[src/rtl/hazard_stall_controller_pkg.sv]
// Shared definitions for the ID-stage hazard/stall controller: FSM states,
// scoreboard slot indices and the forwarding-select codes used by the bypass mux.
package hazard_stall_controller_pkg;

    typedef enum logic [1:0] {
        ST_RUN   = 2'd0,
        ST_MEMW  = 2'd1,
        ST_DRAIN = 2'd2
    } state_t;

    localparam int unsigned SLOT_EXE  = 0;
    localparam int unsigned SLOT_MEM  = 1;
    localparam int unsigned SLOT_WB   = 2;
    localparam int unsigned NUM_SLOTS = 3;

    localparam logic [1:0] FORW_SEL_ID  = 2'd0;
    localparam logic [1:0] FORW_SEL_MEM = 2'd1;
    localparam logic [1:0] FORW_SEL_WB  = 2'd2;

endpackage

[src/rtl/hazard_stall_controller_scoreboard.sv]
// Shadow scoreboard of destination tags for EXE/MEM/WB plus the source-match
// comparators that produce the raw data-hazard indication.
module hazard_scoreboard
    import hazard_stall_controller_pkg::*;
#(
    parameter int unsigned REG_W = 4
) (
    input  logic             clk,
    input  logic             rst_n,
    input  logic             advance,
    input  logic             issue,
    input  logic             en_forwarding,
    input  logic             id_wb_en,
    input  logic             id_mem_read,
    input  logic [REG_W-1:0] id_dst,
    input  logic [REG_W-1:0] id_src1,
    input  logic [REG_W-1:0] id_src2,
    input  logic             id_use_src1,
    input  logic             id_use_src2,
    output logic             hazard,
    output logic             exe_valid,
    output logic             mem_valid,
    output logic             wb_valid
);

    logic [NUM_SLOTS-1:0] slot_valid;
    logic                 exe_wb_en, exe_mem_read, mem_wb_en;
    logic [REG_W-1:0]     exe_dst, mem_dst;
    logic                 exe_hit, mem_hit;

    // Load flag matters only in EXE and WB never hazards (register file writes on
    // the falling edge), so later slots keep just the fields the comparators read.
    always_ff @(posedge clk or negedge rst_n) begin
        if (!rst_n) begin
            slot_valid   <= '0;
            exe_wb_en    <= 1'b0;
            exe_mem_read <= 1'b0;
            exe_dst      <= '0;
            mem_wb_en    <= 1'b0;
            mem_dst      <= '0;
        end else if (advance) begin
            slot_valid[SLOT_EXE] <= issue;
            slot_valid[SLOT_MEM] <= slot_valid[SLOT_EXE];
            slot_valid[SLOT_WB]  <= slot_valid[SLOT_MEM];
            exe_wb_en            <= id_wb_en;
            exe_mem_read         <= id_mem_read;
            exe_dst              <= id_dst;
            mem_wb_en            <= exe_wb_en;
            mem_dst              <= exe_dst;
        end
    end

    always_comb begin
        exe_hit = slot_valid[SLOT_EXE] & exe_wb_en &
                  ((id_use_src1 & (exe_dst == id_src1)) | (id_use_src2 & (exe_dst == id_src2)));
        mem_hit = slot_valid[SLOT_MEM] & mem_wb_en &
                  ((id_use_src1 & (mem_dst == id_src1)) | (id_use_src2 & (mem_dst == id_src2)));
        hazard  = en_forwarding ? (exe_hit & exe_mem_read) : (exe_hit | mem_hit);
    end

    assign exe_valid = slot_valid[SLOT_EXE];
    assign mem_valid = slot_valid[SLOT_MEM];
    assign wb_valid  = slot_valid[SLOT_WB];

endmodule

[src/rtl/hazard_stall_controller.sv]
// ID-stage sequencing controller: issue/stall/freeze/flush decisions, forwarding
// mode changes after in-flight writers drain, and a saturating stall counter.
module hazard_stall_controller
    import hazard_stall_controller_pkg::*;
#(
    parameter int unsigned REG_W = 4,
    parameter int unsigned CNT_W = 16
) (
    input  logic             clk,
    input  logic             rst_n,
    input  logic             fwd_mode_req,
    input  logic             id_valid,
    input  logic [REG_W-1:0] id_src1,
    input  logic [REG_W-1:0] id_src2,
    input  logic             id_use_src1,
    input  logic             id_use_src2,
    input  logic             id_wb_en,
    input  logic [REG_W-1:0] id_dst,
    input  logic             id_mem_read,
    input  logic             exe_branch_taken,
    input  logic             mem_ready,
    input  logic             cnt_clr,
    output logic             en_forwarding,
    output logic             freeze_if_id,
    output logic             bubble_id_ex,
    output logic             freeze_all,
    output logic             flush,
    output logic [CNT_W-1:0] stall_count
);

    state_t state, state_nxt;
    logic   hazard, exe_valid, mem_valid, wb_valid;
    logic   issue, drain_busy, mode_apply;

    hazard_scoreboard #(.REG_W(REG_W)) u_scoreboard (
        .clk           (clk),
        .rst_n         (rst_n),
        .advance       (~freeze_all),
        .issue         (issue),
        .en_forwarding (en_forwarding),
        .id_wb_en      (id_wb_en),
        .id_mem_read   (id_mem_read),
        .id_dst        (id_dst),
        .id_src1       (id_src1),
        .id_src2       (id_src2),
        .id_use_src1   (id_use_src1),
        .id_use_src2   (id_use_src2),
        .hazard        (hazard),
        .exe_valid     (exe_valid),
        .mem_valid     (mem_valid),
        .wb_valid      (wb_valid)
    );

    always_comb begin
        freeze_all   = ~mem_ready;
        flush        = exe_branch_taken & ~freeze_all;
        drain_busy   = exe_valid | mem_valid | wb_valid;
        freeze_if_id = 1'b0;
        if (!freeze_all && !flush)
            freeze_if_id = (state == ST_DRAIN) ? drain_busy : hazard;
        bubble_id_ex = freeze_if_id;
        issue        = id_valid & ~freeze_if_id & ~flush;
        mode_apply   = 1'b0;
        state_nxt    = state;
        case (state)
            ST_RUN: begin
                if (freeze_all)
                    state_nxt = ST_MEMW;
                else if (fwd_mode_req != en_forwarding)
                    state_nxt = ST_DRAIN;
            end
            ST_MEMW: begin
                if (!freeze_all)
                    state_nxt = ST_RUN;
            end
            ST_DRAIN: begin
                // EXE and MEM empty: the edge shifts out the last writer and loads a
                // bubble or nothing-dependent issue, so the mode can switch now.
                if (!freeze_all && !exe_valid && !mem_valid) begin
                    mode_apply = 1'b1;
                    state_nxt  = ST_RUN;
                end
            end
            default: state_nxt = ST_RUN;
        endcase
    end

    always_ff @(posedge clk or negedge rst_n) begin
        if (!rst_n) begin
            state         <= ST_RUN;
            en_forwarding <= 1'b0;
            stall_count   <= '0;
        end else begin
            state <= state_nxt;
            if (mode_apply)
                en_forwarding <= fwd_mode_req;
            if (cnt_clr)
                stall_count <= '0;
            else if (freeze_if_id && (stall_count != '1))
                stall_count <= stall_count + CNT_W'(1);
        end
    end

endmodule

[config.mk]
export PLATFORM = sky130hd
export DESIGN_NAME = hazard_stall_controller
export DESIGN_NICKNAME = d
export VERILOG_FILES = /design/src/rtl/hazard_stall_controller_pkg.sv /design/src/rtl/hazard_stall_controller_scoreboard.sv /design/src/rtl/hazard_stall_controller.sv
export SDC_FILE = /design/constraint.sdc
export NUM_CORES = 1
export LEC_CHECK = 0
export ABC_CLOCK_PERIOD_IN_PS = 2800
export CAP_MARGIN = 25
export CORE_ASPECT_RATIO = 1.4
export CORE_UTILIZATION = 44
export DETAILED_ROUTE_END_ITERATION = 16
export GPL_TIMING_DRIVEN = 0
export PLACE_DENSITY_LB_ADDON = 0.12
export SYNTH_ARGS = -nofsm -noshare
export SYNTH_HDL_FRONTEND = slang
export SYNTH_SLANG_ARGS = --single-unit
[constraint.sdc]
create_clock -name clk -period 2.8 [get_ports clk]
set_clock_uncertainty 0.15 [all_clocks]
set_input_delay 0.56 -clock clk [delete_from_list [all_inputs] [get_ports clk]]
set_output_delay 0.56 -clock clk [all_outputs]
set_load 0.01 [all_outputs]
## Yosys cells after proc, flatten, opt, wreduce, memory -nomap -nowiden

Cells that the tools add are included.

| operators by class | value |
|---|---|
| add/sub/neg operators | 1 |
| equal/unequal tests | 11 |
| mux-type cells | 12 |
| bitwise operators | 20 |
| reductions and logical operators | 10 |

Operators with widths:

| cell | number |
|---|---|
| 16-bit two-way mux | 2 |
| 16-bit by 1-bit adder with 16-bit output, second input constant | 1 |
| 4-bit equality test | 4 |
| 16-bit inequality test, second input constant | 1 |
| 1-bit AND | 12 |
| 2-bit two-way mux | 4 |
| 2-bit one-hot mux with 3 select lines | 1 |
| 1-bit two-way mux | 5 |
| 1-bit OR | 5 |
| 1-bit logical AND | 4 |
| 1-bit zero test | 3 |
| 3-bit inequality test, second input constant | 1 |
| 1-bit NOT | 3 |
| 3-bit AND reduction | 1 |
| 2-bit by 1-bit equality test with 1-bit output, second input constant | 1 |
| 2-bit equality test, second input constant | 1 |
| 2-bit zero test | 1 |
| 2-bit by 1-bit inequality test with 1-bit output, second input constant | 1 |
| 2-bit inequality test, second input constant | 1 |
| 2-bit nonzero test | 1 |
| 1-bit inequality test | 1 |

| word-level totals | value |
|---|---|
| flip-flop bits (word level) | 33 |
| output and inout port bits | 21 |

## Longest topological paths before layout

| depth | value |
|---|---|
| word-level depth | 11 |
| depth in mapped cells | 9 |
| gate-level depth less buffers | 7 |

## Cells and area by module

From an unflattened synthesis, not the netlist that was laid out.

| second synthesis, totals | value |
|---|---|
| cells, all modules | 178 |
| area, all modules | 1920.6 um^2 |

By module, submodules not included:

| module | times used | cells an instance | area each (um^2) | sequential area each (um^2) |
|---|---|---|---|---|
| hazard_stall_controller | 1 | 121 | 1173.6 | 475.5 |
| hazard_scoreboard | 1 | 57 | 747.0 | 350.3 |

## Worst setup path after synthesis

OpenSTA, ideal clock, no wires.

| timing | value |
|---|---|
| kind | in2out |
| from | in id_src2[0] |
| to | out freeze_if_id |
| arrival time | 2.268 ns |
| required time | 2.090 ns |
| slack | -0.178 ns |
| stages on the path | 9 |
| buffers on the path | 3 |
| cells stage by stage | xor2_1 > nor3_1 > nand3_1 > a211o_1 > a2111o_1 > buf_6 > clkbuf_1 > inv_1 > buf_4 |

| on the way | value |
|---|---|
| longest elaborated chain between the ends | 8 |
| elaborated cells on any way between the ends | 13 |

Ends and longest elaborated chain:

| what | RTL line | RTL |
|---|---|---|
| start, declared | hazard_stall_controller.sv:14 | `input logic [REG_W-1:0] id_src2,` |
| 4-bit equality test (on tied branches) | hazard_stall_controller_scoreboard.sv:55, hazard_stall_controller_scoreboard.sv:57 |  |
| 1-bit AND (on tied branches) | hazard_stall_controller_scoreboard.sv:55, hazard_stall_controller_scoreboard.sv:57 |  |
| 1-bit OR (on tied branches) | hazard_stall_controller_scoreboard.sv:55, hazard_stall_controller_scoreboard.sv:57 |  |
| 1-bit AND (on tied branches) | hazard_stall_controller_scoreboard.sv:54, hazard_stall_controller_scoreboard.sv:56 |  |
| 1-bit OR or 1-bit AND (tied branches) | hazard_stall_controller_scoreboard.sv:58 | `hazard = en_forwarding ? (exe_hit & exe_mem_read) : (exe_hit \| mem_hit);` |
| 1-bit two-way mux * | hazard_stall_controller_scoreboard.sv:58 |  |
| 1-bit two-way mux * | hazard_stall_controller.sv:60 | `freeze_if_id = (state == ST_DRAIN) ? drain_busy : hazard;` |
| 1-bit two-way mux * | hazard_stall_controller.sv:59 | `if (!freeze_all && !flush)` |
| end, declared | hazard_stall_controller.sv:24 | `output logic freeze_if_id,` |

Mark *: on every way between the ends. The rest lies on a longest branch, timed or not.

## Worst setup path after layout

| timing | value |
|---|---|
| from | reg u_scoreboard.mem_dst[2] |
| to | out freeze_if_id |

| on the way | value |
|---|---|
| longest elaborated chain between the ends | 8 |
| elaborated cells on any way between the ends | 10 |

Ends and longest elaborated chain:

| what | RTL line | RTL |
|---|---|---|
| start, declared | hazard_stall_controller_scoreboard.sv:28 | `logic [REG_W-1:0] exe_dst, mem_dst;` |
| start signal, assigned | hazard_stall_controller_scoreboard.sv:49 | `mem_dst <= exe_dst;` |
| 4-bit equality test | hazard_stall_controller_scoreboard.sv:57 | `((id_use_src1 & (mem_dst == id_src1)) \| (id_use_src2 & (mem_dst == id_src2)));` |
| 1-bit AND | hazard_stall_controller_scoreboard.sv:57 |  |
| 1-bit OR * | hazard_stall_controller_scoreboard.sv:57 |  |
| 1-bit AND * | hazard_stall_controller_scoreboard.sv:56 | `mem_hit = slot_valid[SLOT_MEM] & mem_wb_en &` |
| 1-bit OR * | hazard_stall_controller_scoreboard.sv:58 |  |
| 1-bit two-way mux * | hazard_stall_controller_scoreboard.sv:58 |  |
| 1-bit two-way mux * | hazard_stall_controller.sv:60 |  |
| 1-bit two-way mux * | hazard_stall_controller.sv:59 |  |

Marked as above.

==> impl_results.md <==
- Syn-to-layout area delta: 39.5%
- Fillers: 326
- EDFF count, synth: 0
- N_diodes: 0
- Most frequent cell after synthesis: dfrtp_1
- Critical path cell sequence: xor2_1 -> nor3_2 -> nand3_1 -> a211o_1 -> a2111o_1 -> buf_6 -> clkbuf_16 -> clkinv_4 -> buf_6 -> buf_6
- Slew HR: 50.1%
- Crit path max fanout: 4
- Initial core utilization: 45.9%
- Asr flop ratio synth: 100%
- Slew Viols, Final: 0
- Sequential area share after synthesis: 45.9%
- Worst slew pin tran: 748 ps
- Yosys warning count: 0
- HP Class: primary input to asynchronous set/reset pin
- Antenna viol nets, final: 0
- DRT Wirelength: 4600 um
- Synth top cells by count: dfrtp_1 (33), mux2_2 (16), a21oi_1 (15), nand2_1 (14), nor2_1 (10)
- Final Core Density: 64.0%
- Synthesized area: 1800 um2
- Vias/cell: 5.95
- Slowest stage cell on the critical path: a2111o_1
- Leading area contributor after synthesis: dfrtp_1
- CTS tree: built
- FMAX: 321 MHz
- CP Capture Type: primary output
- Result of the run: finished, violations left
- Mapped Nets: 204
- Initial detailed-routing violation count: 68
- Clock transition at path regs: 70 ps
- Worst-Skew Late Latency: 280 ps
- Static leakage: 0.000977 uW
- Port-buffer cells: 41
- Vias in the first global route: 1,700
- DP HPWL: 3140 um
- Share of layout cells above drive strength 1: 26.4%
- Cells after synthesis: 180
- Rows: 27
- Die area: 4350 um2
- Top FF cell, synth: dfrtp_1
- Initial antenna violation count: 0
- Die H: 77.6 um
- Worst setup path category: flip-flop to primary output
- Fin nets: 258
- Final setup vio count: 9
- Clock Tree Buf Depth: 2
- Syn_area_per_cell: 9.99 um2
- GRT Total Usage: 22.3%
- WP buf/inv: 5
- TritonCTS Buffers: 5
- Drt pass-1 iters: 4
- Synth area leaders: dfrtp_1 (46%), mux2_2 (10%), xnor2_1 (4.4%), a21oi_1 (4.2%), xor2_1 (3.9%)
- DR vias: 1,655
- DIE WIDTH: 56.0 um
- Total power: 1160 uW
- Crit start category: flip-flop
- CTS sink count: 33
- # DRC: 0
- Worst EP arrival: 2410 ps
- Yosys reg bits: 33
- VDD IR max: 0.000383 V
- Netlist cell types: 33
- Largest delay share family, worst path: compound AO/OA/AOI/OAI gates
- Clk root buf: clkbuf_8
- DR WL/cell: 16.6 um
- First-pass GRT wire length: 7520 um
- Critical Path RT: 2090 ps
- Largest net degree at the start of global routing: 34
- Final GP Congestion: 0.949
- Fin. Hold Viols: 0
- H-Tree Depth: 2
- Pwr dens: 463 nW/um2
- Max stage delay on crit path: 430 ps
- Final min period: 3120 ps
- Failing checks: negative setup slack
- Final Cycle Share: 111%
- RSZ-0062 raised after global routing: true
- I/O Pins: 44
- GRT overflow: 0
- Core area: 3920 um2
- Share of the synthesized area in the top cell type: 45.9%
- Worst path most repeated cell: buf_6
- Final Worst Setup Slack: -320 ps
- Max Cap Viol: 0
## cell usage in the layout, fill, tap and decap left out, types with 7 or more instances in the layout
master,instances
a21oi_1,9
buf_2,9
clkdlybuf4s50_1,30
dfrtp_1,33
mux2_2,14
nand2_1,14
nand3_1,7
nor2_1,9
o31ai_1,7
xnor2_1,9
xor2_1,7
## area by class of cell
class                   count  area, um2  area share [%]
plain buffers               7       63.8            2.54
clock buffers               6       72.6            2.89
clock inverters             2       10.0           0.399
inverters                   4       20.0           0.798
multi-input cells         135       1020            40.5
flip-flops and latches     33        826            32.9
well taps                  43       53.8            2.14
repair buffers             48        447            17.8
## cell families after synthesis
group,count (synthesis),share of synthesized area [%]
xor gates and xnor gates,17,8.28
buffers and inverters,12,3.13
DFF,33,45.9
adders and majority gates,1,0.696
muxes,16,10.0
AOI/OAI and AO/OA,36,12.7
and+or+nand+nor,65,19.2
## flip-flops by register name (all words and copies together), names as in the netlist
signal / cells
stall_count: 16
u_scoreboard.exe_dst: 4
u_scoreboard.mem_dst: 4
u_scoreboard.slot_valid: 3
state: 2
en_forwarding: 1
u_scoreboard.exe_mem_read: 1
u_scoreboard.exe_wb_en: 1
u_scoreboard.mem_wb_en: 1
## metal layers
| metal | up-vias | wire (um) | global-route usage, % |
|---|---|---|---|
| met2 | 69 | 2440 | 39.5 |
| met4 | 0 | 162 | 14.1 |
| met1 | 800 | 1770 | 22.7 |
| li1 | 769 | - | - |
| met5 | - | 0 | 0 |
| met3 | 17 | 226 | 6.00 |
## through the flow
step / setup TNS, ps / area (um2) / instances / setup slack (ps) / hold slack [ps]
after floorplan: -7.83 / 1810 / 180 / -7.83 / 114
after global placement: -9380 / 2280 / 264 / -1150 / 263
after detailed placement: -10890 / 2270 / 264 / -1210 / 266
after CTS: -2090 / 2470 / 278 / -393 / 207
after global routing: -2090 / 2510 / 278 / -429 / 251
final: -923 / 2510 / 278 / -320 / 192
## final timing paths
| path | start | end | slack (ps) | cells past startpoint |
|---|---|---|---|---|
| worst max-delay path | u_scoreboard.mem_dst[2]$_DFFE_PN0P_ | freeze_if_id | -320 | 10 |
| worst min-delay path | rst_n | stall_count[5]$_DFFE_PN0P_ | 190 | 1 |
| worst max register to register | u_scoreboard.mem_dst[2]$_DFFE_PN0P_ | stall_count[14]$_DFFE_PN0P_ | -100 | 10 |
| worst min register to register | state[0]$_DFFE_PN0P_ | state[1]$_DFFE_PN0P_ | 280 | 1 |
| max in group asynchronous | rst_n | u_scoreboard.exe_mem_read$_DFFE_PN0P_ | 1830 | 1 |
| min in group clk | state[0]$_DFFE_PN0P_ | state[1]$_DFFE_PN0P_ | 280 | 1 |
## timing repair
action / CTS / global route
pin swaps: 23 / 12
gates cloned: 1 / 0
setup buffers: 5 / 1
endpoints found under the setup margin: 19 / 16
hold buffers: 0 / 0
gates resized for setup: 49 / 13
## report_power, final
| part | switching, uW | internal (uW) | leakage (uW) | total (uW) |
|---|---|---|---|---|
| sequential | 49.2 | 520 | 0.000429 | 569 |
| combinational | 110 | 136 | 0.000502 | 246 |
| clock | 175 | 172 | 0.0000450 | 347 |
Note: power is estimated with default switching activity, not from simulation.
